==> config.mk <==
export PLATFORM = sky130hd
export DESIGN_NAME = freq_select
export DESIGN_NICKNAME = d
export VERILOG_FILES = /design/src/rtl/freq_select_pkg.sv /design/src/rtl/freq_select_btn_debounce.sv /design/src/rtl/freq_select.sv
export SDC_FILE = /design/constraint.sdc
export NUM_CORES = 1
export LEC_CHECK = 0
export CAP_MARGIN = 10
export CORE_MARGIN = 8
export CORE_UTILIZATION = 55
export CTS_BUF_LIST = sky130_fd_sc_hd__clkbuf_8
export CTS_CLUSTER_DIAMETER = 50
export DETAILED_ROUTE_END_ITERATION = 10
export DONT_BUFFER_PORTS = 1
export MAX_ROUTING_LAYER = met4
export PLACE_DENSITY = 0.7
export SKIP_CTS_REPAIR_TIMING = 1
export SLEW_MARGIN = 25
export SYNTH_ARGS = -nofsm -noshare
export SYNTH_HDL_FRONTEND = slang
export SYNTH_SLANG_ARGS = --single-unit
==> constraint.sdc <==
create_clock -name clk -period 5 [get_ports clk]
set_clock_uncertainty 0.2 [all_clocks]
set_input_delay 1 -clock clk [delete_from_list [all_inputs] [get_ports clk]]
set_output_delay 1 -clock clk [all_outputs]
set_load 0.02 [all_outputs]
==> src/rtl/freq_select_pkg.sv <==
// freq_select_pkg
//   Shared types and helpers for the frequency setpoint selector.
//   - btn_state_t : per-button auto-repeat state (IDLE, HOLD, RPT)
//   - STEP_*      : step_sel encodings
//   - step_value  : maps a step_sel code to its decimal step size
package freq_select_pkg;

   typedef enum logic [1:0] {
      IDLE = 2'd0,
      HOLD = 2'd1,
      RPT  = 2'd2
   } btn_state_t;

   localparam logic [1:0] STEP_1    = 2'd0;
   localparam logic [1:0] STEP_10   = 2'd1;
   localparam logic [1:0] STEP_100  = 2'd2;
   localparam logic [1:0] STEP_1000 = 2'd3;

   // Decimal step size selected by the front-panel step switches
   function automatic logic [15:0] step_value(input logic [1:0] sel);
      logic [15:0] val;
      case (sel)
         STEP_1:    val = 16'd1;
         STEP_10:   val = 16'd10;
         STEP_100:  val = 16'd100;
         STEP_1000: val = 16'd1000;
         default:   val = 16'd1;
      endcase
      return val;
   endfunction

endpackage

==> src/rtl/freq_select_btn_debounce.sv <==
// btn_debounce
//   Conditions one raw active-low pushbutton: 2-flop synchroniser, inversion
//   to active-high, and a stability counter that only lets the debounced
//   level follow the synchronised level after DB_CYCLES stable cycles.
//   Ports:
//     clk    - system clock
//     clr    - asynchronous active-low reset
//     raw_n  - raw button, active-low, asynchronous to clk
//     level  - debounced level, active-high (1 = pressed)
//     rise   - one-cycle pulse the cycle after level goes high
import freq_select_pkg::*;

module btn_debounce #(
   parameter int unsigned DB_CYCLES = 500000
) (
   input  logic clk,
   input  logic clr,
   input  logic raw_n,
   output logic level,
   output logic rise
);

   localparam int CW = $clog2(DB_CYCLES) + 1;
   localparam logic [CW-1:0] CNT_LAST = CW'(DB_CYCLES - 1);

   logic          sync_a;
   logic          sync_b;
   logic          pressed;
   logic          armed;
   logic          level_d;
   logic [CW-1:0] cnt;

   // Two-flop synchroniser; loads "released" during reset
   always_ff @(posedge clk or negedge clr) begin
      if (!clr) begin
         sync_a <= 1'b1;
         sync_b <= 1'b1;
      end else begin
         sync_a <= raw_n;
         sync_b <= sync_a;
      end
   end

   assign pressed = ~sync_b;

   // Debounce counter. After reset the button must first be seen released
   // for DB_CYCLES cycles (armed) before any press is accepted, so a button
   // held through reset cannot produce a step until it is let go and pressed
   // again. Once armed, the counter restarts whenever the synchronised level
   // agrees with the debounced one and flips the level when it expires.
   always_ff @(posedge clk or negedge clr) begin
      if (!clr) begin
         armed <= 1'b0;
         level <= 1'b0;
         cnt   <= '0;
      end else if (!armed) begin
         if (pressed) begin
            cnt <= '0;
         end else if (cnt == CNT_LAST) begin
            armed <= 1'b1;
            cnt   <= '0;
         end else begin
            cnt <= cnt + 1'b1;
         end
      end else if (pressed == level) begin
         cnt <= '0;
      end else if (cnt == CNT_LAST) begin
         level <= pressed;
         cnt   <= '0;
      end else begin
         cnt <= cnt + 1'b1;
      end
   end

   // Registered rising-edge detect on the debounced level
   always_ff @(posedge clk or negedge clr) begin
      if (!clr) begin
         level_d <= 1'b0;
         rise    <= 1'b0;
      end else begin
         level_d <= level;
         rise    <= level & ~level_d;
      end
   end

endmodule

==> src/rtl/freq_select.sv <==
// freq_select
//   Turns up/down pushbuttons and step switches into the decimal frequency
//   setpoint for the display and DDS tuning logic. Each button is debounced,
//   steps once on press, then auto-repeats while held. The result is kept in
//   [MIN_VAL, MAX_VAL].
//   Ports:
//     clk       - system clock
//     clr       - asynchronous active-low reset
//     btn_up_n  - raw up button, active-low
//     btn_dn_n  - raw down button, active-low
//     step_sel  - step size code (1, 10, 100, 1000)
//     dec       - current setpoint, binary
//     changed   - one-cycle pulse when dec takes a new value
//   Build option:
//     FREQ_SELECT_WRAP_EN - when defined the setpoint wraps at the bounds
//                           instead of saturating.
import freq_select_pkg::*;

module freq_select #(
   parameter int unsigned DB_CYCLES     = 500000,
   parameter int unsigned REPEAT_DELAY  = 25000000,
   parameter int unsigned REPEAT_PERIOD = 5000000,
   parameter int unsigned MIN_VAL       = 0,
   parameter int unsigned MAX_VAL       = 9999,
   parameter int unsigned INIT_VAL      = 1000
) (
   input  logic        clk,
   input  logic        clr,
   input  logic        btn_up_n,
   input  logic        btn_dn_n,
   input  logic [1:0]  step_sel,
   output logic [15:0] dec,
   output logic        changed
);

   localparam int unsigned RPT_MAX = (REPEAT_DELAY > REPEAT_PERIOD) ? REPEAT_DELAY : REPEAT_PERIOD;
   localparam int CW = $clog2(RPT_MAX) + 1;
   localparam logic [CW-1:0] DELAY_LAST  = CW'(REPEAT_DELAY - 1);
   localparam logic [CW-1:0] PERIOD_LAST = CW'(REPEAT_PERIOD - 1);
   localparam logic [16:0] MIN17  = 17'(MIN_VAL);
   localparam logic [16:0] MAX17  = 17'(MAX_VAL);
   localparam logic [15:0] MIN16  = 16'(MIN_VAL);
   localparam logic [15:0] MAX16  = 16'(MAX_VAL);
   localparam logic [15:0] INIT16 = 16'(INIT_VAL);

   // Index 0 is the up button, index 1 the down button
   logic [1:0]    level;
   logic [1:0]    rise;
   logic [1:0]    req;
   logic          freeze;
   btn_state_t    state    [2];
   btn_state_t    state_nx [2];
   logic [CW-1:0] cnt      [2];
   logic [CW-1:0] cnt_nx   [2];

   logic [15:0]   step16;
   logic [16:0]   step17;
   logic [16:0]   dec17;
   logic [16:0]   sum17;
   logic [15:0]   dec_nx;

   btn_debounce #(.DB_CYCLES(DB_CYCLES)) u_db_up (
      .clk   (clk),
      .clr   (clr),
      .raw_n (btn_up_n),
      .level (level[0]),
      .rise  (rise[0])
   );

   btn_debounce #(.DB_CYCLES(DB_CYCLES)) u_db_dn (
      .clk   (clk),
      .clr   (clr),
      .raw_n (btn_dn_n),
      .level (level[1]),
      .rise  (rise[1])
   );

   // With both buttons down, hold timers stop so neither side repeats;
   // presses from IDLE are still taken so simultaneous presses cancel.
   assign freeze = level[0] & level[1];

   // Button FSM state and hold-timer registers
   always_ff @(posedge clk or negedge clr) begin
      if (!clr) begin
         for (int i = 0; i < 2; i++) begin
            state[i] <= IDLE;
            cnt[i]   <= '0;
         end
      end else begin
         for (int i = 0; i < 2; i++) begin
            state[i] <= state_nx[i];
            cnt[i]   <= cnt_nx[i];
         end
      end
   end

   // Button FSM next-state and step requests; a release always wins
   always_comb begin
      req = '0;
      for (int i = 0; i < 2; i++) begin
         state_nx[i] = state[i];
         cnt_nx[i]   = cnt[i];
         case (state[i])
            IDLE: begin
               if (rise[i] && level[i]) begin
                  req[i]      = 1'b1;
                  state_nx[i] = HOLD;
                  cnt_nx[i]   = '0;
               end
            end
            HOLD: begin
               if (!level[i]) begin
                  state_nx[i] = IDLE;
               end else if (!freeze) begin
                  if (cnt[i] == DELAY_LAST) begin
                     req[i]      = 1'b1;
                     state_nx[i] = RPT;
                     cnt_nx[i]   = '0;
                  end else begin
                     cnt_nx[i] = cnt[i] + 1'b1;
                  end
               end
            end
            RPT: begin
               if (!level[i]) begin
                  state_nx[i] = IDLE;
               end else if (!freeze) begin
                  if (cnt[i] == PERIOD_LAST) begin
                     req[i]    = 1'b1;
                     cnt_nx[i] = '0;
                  end else begin
                     cnt_nx[i] = cnt[i] + 1'b1;
                  end
               end
            end
            default: begin
               state_nx[i] = IDLE;
               cnt_nx[i]   = '0;
            end
         endcase
      end
   end

   // Setpoint arithmetic in 17 bits so the up-sum cannot overflow before
   // the bound check; opposing requests in one cycle cancel.
   always_comb begin
      step16 = step_value(step_sel);
      step17 = {1'b0, step16};
      dec17  = {1'b0, dec};
      sum17  = dec17 + step17;
      dec_nx = dec;
      if (req == 2'b01) begin
         if (sum17 > MAX17) begin
`ifdef FREQ_SELECT_WRAP_EN
            dec_nx = MIN16;
`else
            dec_nx = MAX16;
`endif
         end else begin
            dec_nx = sum17[15:0];
         end
      end else if (req == 2'b10) begin
         if (dec17 < (MIN17 + step17)) begin
`ifdef FREQ_SELECT_WRAP_EN
            dec_nx = MAX16;
`else
            dec_nx = MIN16;
`endif
         end else begin
            dec_nx = dec - step16;
         end
      end
   end

   // Setpoint register; changed only flags a real move of the value
   always_ff @(posedge clk or negedge clr) begin
      if (!clr) begin
         dec     <= INIT16;
         changed <= 1'b0;
      end else begin
         dec     <= dec_nx;
         changed <= (dec_nx != dec);
      end
   end

endmodule

# Word level (Yosys, flattened, before mapping)
# Cells that the tools add are included.
# W data, S select, Z words.
word_totals:
  regBits: 125
classes:
  n_mux: 63
  order_cmp: 2
  n_reduce_logical: 11
  n_bitwise: 9
  eq_ne: 34
  addsub: 6
ops:
  columns: ["cell", "n"]
  rows:
  - ["$mux W26", 14]
  - ["$mux W20", 8]
  - ["$pmux W26 S3", 2]
  - ["$mux W16", 4]
  - ["$pmux W16 S4", 1]
  - ["$add A26 B1 Y26 const B", 2]
  - ["$eq A26 B23 Y1 const B", 2]
  - ["$eq A26 B25 Y1 const B", 2]
  - ["$add A20 B1 Y20 const B", 2]
  - ["$eq A20 B19 Y1 const B", 2]
  - ["$mux W1", 20]
  - ["$mux W2", 10]
  - ["$add A16 B16 Y17", 1]
  - ["$gt A17 B14 Y1 const B", 1]
  - ["$lt A16 B16 Y1", 1]
  - ["$ne A16 B16 Y1", 1]
  - ["$ne A2 B2 Y1 const B", 8]
  - ["$sub A16 B16 Y16", 1]
  - ["$ne A3 B3 Y1 const B", 4]
  - ["$pmux W2 S3", 2]
  - ["$eq A2 B2 Y1 const B", 5]
  - ["$reduce_and A5 Y1", 2]
  - ["$eq A2 B1 Y1 const B", 4]
  - ["$ne A2 B1 Y1 const B", 4]
  - ["8 further kinds", 22]

# Longest topological paths before layout
# Gate-level depths: netlist of the first run.
logic_depth:
  depth_word: 9
  ltp_mapped: 15
  mapped_depth_nobuf: 14

# Cells and area by module
# A second synthesis of the first run with hierarchy kept.
unflattened:
  cells_unflattened: 956
  hier_area_um2: 8458.1
modules_own_cells:
  columns: ["mod", "seq_area_each_um2", "cells_each", "instances", "area_per_inst_um2"]
  rows:
  - ["freq_select", 1834.3, 714, 1, 6005.8]
  - ["btn_debounce", 653.1, 121, 2, 1226.2]

# Worst setup path after synthesis of the first run
# OpenSTA, ideal clock, no wires.
synth_timing:
  kind: "in2reg"
  startpoint: "input step_sel[0]"
  endpoint: "register changed"
  arrival_ns: 4.374
  n_path_buf: 1
  setup_ns: 0.131
  required_ns: 4.669
  path_slack_ns: 0.295
  path_stages: 15
  cell_sequence: "nor2_1 -> ha_1 -> inv_1 -> fa_1 -> or2_1 -> a211o_1 -> a2111oi_2 -> o21ai_0 -> mux2i_1 -> a211oi_2 -> and2_1 -> buf_4 -> mux2i_1 -> or4_1 -> or3_1"
synth_between:
  elab_chain_cells: 7
  elab_cells_between_ends: 14
  classes_between: "2 x add/sub; 2 x order compare; 4 x eq/ne; 5 x mux; 1 x reduce/logical"
synth_rtl:
  columns: ["item", "line", "text"]
  rows:
  - ["from (decl)", "freq_select.sv:31", "input logic [1:0] step_sel,"]
  - ["$eq A2 B2 Y1, or another cell as far along", "freq_select_pkg.sv:22", "case (sel)"]
  - ["$pmux W16 S4 (*)", "freq_select_pkg.sv:22", null]
  - ["$add A16 B16 Y17, or another cell as far along", "freq_select.sv:150", "sum17 = dec17 + step17;"]
  - ["$gt A17 B14 Y1 / $mux W16 (equally long branches)", "freq_select.sv:153, freq_select.sv:163", null]
  - ["$mux W16 (on tied branches)", "freq_select.sv:153, freq_select.sv:162", null]
  - ["$mux W16 (*)", "freq_select.sv:152", "if (req == 2'b01) begin"]
  - ["$ne A16 B16 Y1 (*)", "freq_select.sv:182", "changed <= (dec_nx != dec);"]
  - ["to (signal assigned)", "freq_select.sv:182", null]
  - ["to (decl)", "freq_select.sv:33", "output logic changed"]
# Every way passes the cells marked *; elsewhere a longest branch is shown, timed or not. The select of a mux whose other input is x is not followed.
# A chain may end at the register's enable or synchronous reset.

# Worst setup path after layout of the first run
# Same ends and word-level chain as after synthesis.

==> results of run 1 <==
==> state kept, by name, summed over array words and instances (netlist names), 4 cells and up <==
name	flops
u_db_dn.cnt	20
state	4
u_db_up.cnt	20
dec	16
cnt	52
==> power by group through the flow <==
| stage | clock, W | combinational [W] | sequential (W) |
|---|---|---|---|
| 3_5_place_dp | 0 | 0.000183 | 0.00106 |
| 4_1_cts | 0.00100 | 0.000185 | 0.00104 |
| 6_report | 0.000979 | 0.000189 | 0.00104 |
| 3_3_place_gp | 0 | 0.000183 | 0.00106 |
| 5_1_grt | 0.00104 | 0.000210 | 0.00104 |
| 2_1_floorplan | 0 | 0.000137 | 0.00105 |
==> synthesized netlist by cell type (all sizes together) (16+ instances only) <==
cell	number
dfrtp	115
ha	30
o21ai	56
nor2	130
xnor2	30
nor2b	16
and3	16
nand4	16
xor2	49
nand2	100
inv	36
nor3	16
a21oi	38
clkbuf	31
nand3	51
==> cells by family after synthesis <==
group,synth area share (%)
compound gates,17.7
xor+xnor,8.42
fa+ha+maj,5.06
buf+inv,3.32
flops,38.2
mux,0.503
simple gates,26.7
==> through the flow <==
step / cell area (um2) / utilization (%) / hold WS, ns / power [W] / setup slack [ns]
floorplan: 8210 / - / 0.145 / 0.00119 / 0.295
detailed placement: 8470 / 58.1 / 0.149 / 0.00124 / 0.0519
global placement: 8470 / 58.1 / 0.146 / 0.00124 / 0.163
CTS: 8910 / 61.1 / 0.0149 / 0.00222 / 0.533
finish: 8910 / 61.1 / 0.0445 / 0.00220 / 0.520
global route: 8910 / 61.1 / 0.00826 / 0.00229 / 0.301
==> metal layers <==
metal,up-vias,share of wire (%)
met1,3346,49
met4,0,1.6
li1,3469,-
met2,207,44
met3,32,5.5
met5,-,0
==> cell type report <==
type,count,share of cell area (%)
inverters,36,1.52
repair buffers,22,1.85
multi-input cells,769,53.9
clock buffers,19,2.93
clock inverters,13,1.98
flip-flops and latches,125,35.2
well taps,184,2.58
==> placed cells by master (no fill, tap or decap), types with 11 or more instances in the layout <==
cell      instances
nand3_1          51
ha_1             30
inv_1            33
o21ai_0          49
or3_1            13
clkbuf_8         19
o21a_1           12
nor2b_1          16
nand2b_1         11
xor2_1           49
nand2_1         100
a21oi_1          38
and2_1           11
o31ai_1          15
nor3_1           16
nand4_1          16
dfrtp_1         115
and3_1           16
xnor2_1          30
buf_4            22
nor2_1          130
==> worst max-delay path by stage <==
| stage | start | to | cells past startpoint | slack (ns) |
|---|---|---|---|---|
| 3_3_place_gp | step_sel[0] | changed$_DFF_PN0_ | 14 | 0.16 |
| 4_1_cts | step_sel[0] | changed$_DFF_PN0_ | 14 | 0.53 |
| 3_5_place_dp | step_sel[0] | changed$_DFF_PN0_ | 14 | 0.05 |
| 2_1_floorplan | step_sel[0] | changed$_DFF_PN0_ | 15 | 0.29 |
| 5_1_grt | step_sel[0] | changed$_DFF_PN0_ | 14 | 0.30 |
| 6_report | step_sel[0] | changed$_DFF_PN0_ | 14 | 0.52 |
==> metrics.txt, run 1 <==
Syn Area/Cell=8.51 um2; CP top delay family=simple AND/OR/NAND/NOR gates; nets=between 1000 and 1500; I/O Buffers=0; Avg WL per Cell=16.6 um; R2R depth=11; Clock Pin Slew Worst Setup and Hold Paths=0.08 ns; TritonCTS clock tree=built; Filler cells=~1300; Worst Path Max Fanout=5; most used cell, CP=a2111oi_0; Pleak=~3.8 nW; status=finished clean; pin count of the biggest net entering global routing=~130; FF/Latch Area=~3100 um2; DRT antenna net count=0; Die Ht=about 140 um; final hold vios=0; total negative slack=0 ns; Buf/Inv on CP=1; top cells by area, synth=dfrtp_1, nor2_1, xor2_1, ha_1, nand2_1; area of the die=between 15000 and 20000 um2; RePlAce Congestion=just under 1; post-synthesis sequential area ratio=between 30% and 40%; Placement Rows=44; synthesis-stage register bit count=between 100 and 150; Pins Over Slew Limit=0; Syn Nets=roughly 1000; total gr overflow=0; initial antenna violation count=0; sequential group share of total power=about 47%; Die W=about 140 um; worst r2r dst=changed$_DFF_PN0_; number of H-tree levels=4; Syn Inst Count=around 970; Global Route Usage Sum=21.2%; area grow syn2layout=8.47%; Cell Int Power=0.00163 W; global-route wire length before repair=roughly 34000 um; WL final=between 15000 and 20000 um; Post-DP HPWL=roughly 14000 um; core footprint=between 10000 and 15000 um2; maximum clock frequency=223 MHz; Clk Latency, worst-skew pair=approximately 0.45 ns; post-synth top area share=a little over a third; Slew HR=42.8%; Pre-antenna DRT Iters=8; critical path's largest stage delay=about 0.48 ns; CTS buffer count=17; Critical Path, Cell by Cell=nor2_1 -> ha_1 -> inv_1 -> fa_1 -> or2_1 -> a2111oi_0 -> o221ai_1 -> a2111oi_0 -> a2111oi_0 -> a211oi_2 -> and2_1 -> mux2i_1 -> or4_1 -> or3_1; Remaining DRCs=0; Comb pwr share=approximately 8.6%; GR Util met1=between 20% and 30%; Main synth FF type=dfrtp_1; Unique masters post-synth=76; largest area contributor in the netlist=dfrtp_1; startpoint types=input port; clock group share of total power=44.4%; share of cells above drive strength 1=roughly 8.5%; # diodes=0; crit path DAT=about 4.6 ns; Worst-Margin Slew=0.836 ns; vias after detailed routing=a little over 7000; unrepaired setup endpoints after global routing=no; Critical Path Slowest Stage Cell=or4_1; CTS max path bufs=2; number of non-filler instances in the completed layout=between 1000 and 1500; Multi-input gate area=4800 um2; Clock Root Buffer=clkbuf_8; shortest period the worst path allows=between 4 and 5 ns; post-DR vias/cell=6.04; vias in the first global route=6709; Top Ports=23; worst ir drop on vdd=roughly 0.25 mV; NetSw=approximately 0.00058 W; crit share post-route=about nine tenths; setup violators final=0; Post-Syn Area=8210 um2; Starting Density=56.3%; kind of critical path=in -> reg; Worst R2R Start=dec[5]$_DFF_PN1_; setup slack, reg-to-reg=~0.62 ns; initial DRC count=a little over 600; clock sink total=approximately 130; Placed Cells=around 1100; CP Data Required Time=roughly 5.1 ns; Post-synth EDFFs=0; met2 Use GR=a little under a third; FFs w/ async S/R, synth=between 90% and 100%; switching power share of the total=between 20% and 30%; Yosys warnings=0; met3 usage=about 4.3%; CP Capture Type=flop; busiest grt layer=met2; Pwr Density=~250 nW/um2; hold crit path type=in -> async; number of max-cap violations=0
(Power assumes the default switching activity.)
==> inputs of run 2 (changes only) <==
--- a/config.mk
+++ b/config.mk
@@ -19,3 +19,4 @@
 export SYNTH_ARGS = -nofsm -noshare
 export SYNTH_HDL_FRONTEND = slang
 export SYNTH_SLANG_ARGS = --single-unit
+export TNS_END_PERCENT = 20
==> constraint.sdc (replaced) <==
create_clock -name clk -period 5 [get_ports clk]
set_clock_uncertainty 0.2 [all_clocks]
set_input_delay 1 -clock clk [delete_from_list [all_inputs] [get_ports clk]]
set_output_delay 1 -clock clk [all_outputs]
set_load 0.005 [all_outputs]
==> metrics.txt, run 2 (same netlist as run 1, synthesis figures left out) <==
share of cells above drive strength 1=8.15% (-0.39 points); FF/Latch Area=3140 um2 (unchanged); vias after detailed routing=7199 (+2.1%); Critical Path Slowest Stage Cell=or4_1; post-DR vias/cell=6.17 (+2.2%); Clock Pin Slew Worst Setup and Hold Paths=0.08 ns (about the same); setup violators final=0 (unchanged); crit share post-route=89.2% (-0.39 points); Slew HR=42.2% (-0.62 points); pre-CTS WS=0.0833 ns (+0.0314 ns); pin count of the biggest net entering global routing=126 (unchanged); status=finished clean; initial DRC count=637 (+4.8%); max FFs per register=52 (unchanged); Worst Path Max Fanout=5 (unchanged); I/O Buffers=0 (unchanged); Pins Over Slew Limit=0 (unchanged); Worst-Margin Slew=0.845 ns (+0.00912 ns); commonest cells after routing, fill and taps aside=nor2_1, dfrtp_1, nand2_1; kind of critical path=in -> reg; WL final=19400 um (about the same); worst r2r dst=changed$_DFF_PN0_; most flop-heavy register=cnt; total gr overflow=0 (unchanged); clock sink total=125 (unchanged); commonest non-fill, non-tap cell in the layout=nor2_1; Die W=138 um (unchanged); Die Ht=138 um (unchanged); nets=1007 (-0.20%); Post-DP HPWL=13700 um (-0.69%); Pre-antenna DRT Iters=7 (-1); Worst R2R Start=dec[0]$_DFF_PN0_; DRT antenna net count=0 (unchanged); maximum clock frequency=224 MHz (+0.44%); Remaining DRCs=0 (unchanged); core footprint=14600 um2 (unchanged); number of H-tree levels=4 (unchanged); number of max-cap violations=0 (unchanged); Placement Rows=44 (unchanged); final hold vios=0 (unchanged); CTS buffer count=17 (unchanged); final hold slack=0.0518 ns (+0.00731 ns); RePlAce Congestion=0.971 (+0.50%); area grow syn2layout=8.26%; Starting Density=56.3% (unchanged); initial antenna violation count=0 (unchanged); hold crit path type=in -> async; startpoint types=input port; worst ir drop on vdd=0.233 mV (-4.8%); total negative slack=0 ns (unchanged); Avg WL per Cell=16.6 um (+0.24%); setup slack, reg-to-reg=0.61 ns (about the same); Clock Root Buffer=clkbuf_8; CP Data Required Time=5.12 ns (about the same); TritonCTS clock tree=built; Global Route Usage Sum=20.6% (-0.55 points); unrepaired setup endpoints after global routing=no; R2R depth=13 (+2); shortest period the worst path allows=4.46 ns (-0.0197 ns); Multi-input gate area=4800 um2 (unchanged); Top Ports=23 (unchanged); area of the die=19100 um2 (unchanged); Critical Path, Cell by Cell=nor2_1 -> ha_1 -> inv_1 -> fa_1 -> or2_1 -> a2111oi_0 -> o221ai_1 -> a2111oi_0 -> a2111oi_0 -> a211oi_2 -> and2_1 -> mux2i_1 -> or4_1 -> or3_1; crit path DAT=4.58 ns (-0.02 ns); Filler cells=1263 (-2.1%); global-route wire length before repair=32600 um (-2.8%); Pleak=3.80 nW (-0.18%); most used cell, CP=a2111oi_0; Finished Core Util=61.0% (-0.12 points); CP Capture Type=flop; Pwr Density=245 nW/um2 (-0.82%); critical path's largest stage delay=0.47 ns (about the same); vias in the first global route=6525 (-2.7%); Final WS setup=0.540 ns (+0.0197 ns); CTS max path bufs=2 (unchanged); # diodes=0 (unchanged); largest registers=cnt x52, u_db_dn.cnt x20, u_db_up.cnt x20; Clk Latency, worst-skew pair=0.45 ns (about the same)
## run 2: final cells by class
type	instances	area share [%]
repair buffers	20	1.72
clock buffers	18	2.79
flip-flops and latches	125	35.3
clock inverters	14	2.08
multi-input cells	769	54.0
inverters	36	1.52
well taps	184	2.59
## run 2: routing by layer
metal	GRT usage, %	wire, um
met5	-	0
met4	6.24	261
met3	4.38	1260
met2	29.6	8640
met1	28.5	9210
## run 2: where the power goes
part / switching, W / leakage, nW / internal, W
registers: 0.0000105 / 1.68 / 0.00102
clock network: 0.000441 / 0.219 / 0.000518
logic: 0.000118 / 1.90 / 0.0000730
total: 0.000569 / 3.80 / 0.00161
## run 2: how the worst max path moves through the flow
stage | to | depth (start not counted) | start
2_1_floorplan | changed$_DFF_PN0_ | 15 | step_sel[0]
4_1_cts | changed$_DFF_PN0_ | 14 | step_sel[0]
5_1_grt | changed$_DFF_PN0_ | 14 | step_sel[0]
6_report | changed$_DFF_PN0_ | 14 | step_sel[0]
3_5_place_dp | changed$_DFF_PN0_ | 14 | step_sel[0]
3_3_place_gp | changed$_DFF_PN0_ | 14 | step_sel[0]
## run 2: metrics by stage
| step | area (um2) | total power (W) | std cells |
|---|---|---|---|
| final | 8890 | 0.00218 | 1166 |
| after global routing | 8890 | 0.00227 | 1166 |
| after CTS | 8880 | 0.00220 | 1165 |
| after detailed placement | 8450 | 0.00123 | 1133 |
| after global placement | 8450 | 0.00123 | 1133 |
| after floorplan | 8210 | 0.00119 | 965 |
## run 2: critical path, delay by kind of cell
kind / cells / cell delay [ns]
adders and majority gates: 2 / 0.57
AOI/OAI and AO/OA: 5 / 1.37
and+or+nand+nor: 5 / 1.49
muxes: 1 / 0.07
buffers and inverters: 1 / 0.06
==> inputs of run 3 (changes only) <==
--- a/config.mk
+++ b/config.mk
@@ -6,6 +6,7 @@
 export NUM_CORES = 1
 export LEC_CHECK = 0
 export CAP_MARGIN = 10
+export CORE_ASPECT_RATIO = 1.2
 export CORE_MARGIN = 8
 export CORE_UTILIZATION = 55
 export CTS_BUF_LIST = sky130_fd_sc_hd__clkbuf_8
==> metrics.txt, run 3 (same netlist as run 1, synthesis figures left out) <==
status=finished clean; Die W=128 um (-7.7%); area of the die=19100 um2 (about the same); WL final=19600 um (+1.0%); Starting Density=55.6% (-0.71 points); global-route wire length before repair=32800 um (+0.68%); CTS max path bufs=2 (unchanged); crit share post-route=92.2% (+3.0 points); total gr overflow=0 (unchanged); commonest non-fill, non-tap cell in the layout=nor2_1; worst r2r dst=changed$_DFF_PN0_; nets=1009 (+0.20%); pin count of the biggest net entering global routing=126 (unchanged); Cell Int Power=0.00157 W (-2.5%); hold crit path type=in -> async; maximum clock frequency=217 MHz (-3.3%); Clock Pin Slew Worst Setup and Hold Paths=0.07 ns (about the same); initial DRC count=570 (-11%); setup violators final=0 (unchanged); Critical Path Slowest Stage Cell=a2111oi_0; Comb pwr share=9.1% (+0.3 points); Pwr Density=237 nW/um2 (-3.4%); Worst Path Max Fanout=5 (unchanged); final hold vios=0 (unchanged); CP Capture Type=flop; number of max-cap violations=0 (unchanged); area grow syn2layout=8.24% (about the same); Die Ht=150 um (+8.4%); setup slack, reg-to-reg=0.46 ns (-0.15 ns); startpoint types=input port; clock group share of total power=41.9% (-2.0 points); crit path DAT=4.74 ns (+0.16 ns); Filler cells=1337 (+5.9%); Remaining DRCs=0 (unchanged); max FFs per register=52 (unchanged); # diodes=0 (unchanged); NetSw=0.000535 W (-6.0%); I/O Buffers=0 (unchanged); Multi-input gate area=4800 um2 (unchanged); vias in the first global route=6704 (+2.7%); DRT antenna net count=0 (unchanged); RePlAce Congestion=0.977 (+0.63%); FF/Latch Area=3140 um2 (unchanged); switching power share of the total=25.4% (-0.71 points); unrepaired setup endpoints after global routing=no; TritonCTS clock tree=built; most flop-heavy register=cnt; number of H-tree levels=4 (unchanged); Worst R2R Start=dec[0]$_DFF_PN0_; Placed Cells=1156 (+2.0%); Avg WL per Cell=16.5 um (-0.75%); Pins Over Slew Limit=0 (unchanged); initial antenna violation count=0 (unchanged); vias after detailed routing=7092 (-1.5%); Worst-Margin Slew=0.812 ns (-0.0333 ns); sequential group share of total power=49.0% (+1.7 points); Pre-antenna DRT Iters=7 (unchanged); core footprint=14800 um2 (+1.3%); share of cells above drive strength 1=8.34% (+0.20 points); Pleak=3.79 nW (-0.31%); worst ir drop on vdd=0.279 mV (+20%); post-DR vias/cell=5.97 (-3.2%); Slew HR=45.5% (+3.3 points); CP Data Required Time=5.13 ns (about the same); Top Ports=23 (unchanged); most used cell, CP=a2111oi_0; Post-DP Area=8500 um2 (+0.56%); number of non-filler instances in the completed layout=1187 (+1.8%); Global Route Usage Sum=21.9% (+1.3 points); commonest cells after routing, fill and taps aside=nor2_1, dfrtp_1, nand2_1; Critical Path, Cell by Cell=nor2_1 -> ha_1 -> inv_1 -> fa_1 -> or2_1 -> a2111oi_0 -> o221ai_1 -> a2111oi_0 -> a2111oi_0 -> a211oi_2 -> and2_1 -> mux2i_1 -> or4_1 -> or3_1; Clock Root Buffer=clkbuf_8; Post-DP HPWL=14100 um (+3.0%); Placement Rows=49 (+11%); critical path's largest stage delay=0.53 ns (+0.06 ns); R2R depth=13 (unchanged); total negative slack=0 ns (unchanged); CTS buffer count=17 (unchanged); shortest period the worst path allows=4.61 ns (+0.150 ns); kind of critical path=in -> reg; clock sink total=125 (unchanged); Clk Latency, worst-skew pair=0.45 ns (about the same); fin area=8890 um2 (about the same); largest registers=cnt x52, u_db_dn.cnt x20, u_db_up.cnt x20
## run 3: power by group through the flow
stage / sequential, W / combinational [W] / clock, W
floorplan: 0.00105 / 0.000137 / 0
finish: 0.00103 / 0.000192 / 0.000882
global route: 0.00103 / 0.000208 / 0.000943
CTS: 0.00103 / 0.000187 / 0.000907
global placement: 0.00105 / 0.000187 / 0
detailed placement: 0.00105 / 0.000186 / 0
## run 3: worst max path at each step
stage                      from           endpoint  slack, ns  cells past startpoint
floorplan           step_sel[0]  changed$_DFF_PN0_       0.30                     15
global placement    step_sel[0]  changed$_DFF_PN0_        0.1                     14
detailed placement  step_sel[0]  changed$_DFF_PN0_      -0.02                     14
CTS                 step_sel[0]  changed$_DFF_PN0_       0.47                     14
global route        step_sel[0]  changed$_DFF_PN0_       0.19                     14
finish              step_sel[0]  changed$_DFF_PN0_       0.39                     14
## run 3: final cells by class
class / count / area share (%)
timing repair buffer: 22 / 1.86
clock inverter: 11 / 1.34
multi-input combinational: 769 / 54.0
sequential: 125 / 35.3
tap: 204 / 2.87
clock buffer: 20 / 3.10
inverter: 36 / 1.52
## run 3: worst max-delay path, delay by kind of cell
kind	cells	cell delay [ns]
adder cells (fa/ha/maj)	2	0.58
AO/OA/AOI/OAI	5	1.52
multiplexers	1	0.07
buffers and inverters	1	0.06
AND/OR/NAND/NOR	5	1.50
## run 3: stage by stage
step / hold slack, ns / total power (W) / utilization [%] / setup slack [ns]
3_5_place_dp: 0.147 / 0.00124 / 57.5 / -0.0197
4_1_cts: 0.00400 / 0.00213 / 60.2 / 0.471
2_1_floorplan: 0.145 / 0.00119 / - / 0.299
3_3_place_gp: 0.146 / 0.00124 / 57.5 / 0.0973
5_1_grt: 0.00689 / 0.00218 / 60.2 / 0.190
6_report: 0.0404 / 0.00211 / 60.2 / 0.390
## run 3: per-layer routing
| metal | up-vias | part of all wire [%] | global-route usage [%] | routed length [um] |
|---|---|---|---|---|
| met5 | - | 0 | - | 0 |
| met2 | 204 | 48 | 34.4 | 9420 |
| met4 | 0 | 2.4 | 9.12 | 473 |
| met1 | 3368 | 44 | 27.4 | 8660 |
| met3 | 47 | 5.2 | 4.21 | 1020 |
| li1 | 3473 | - | - | - |
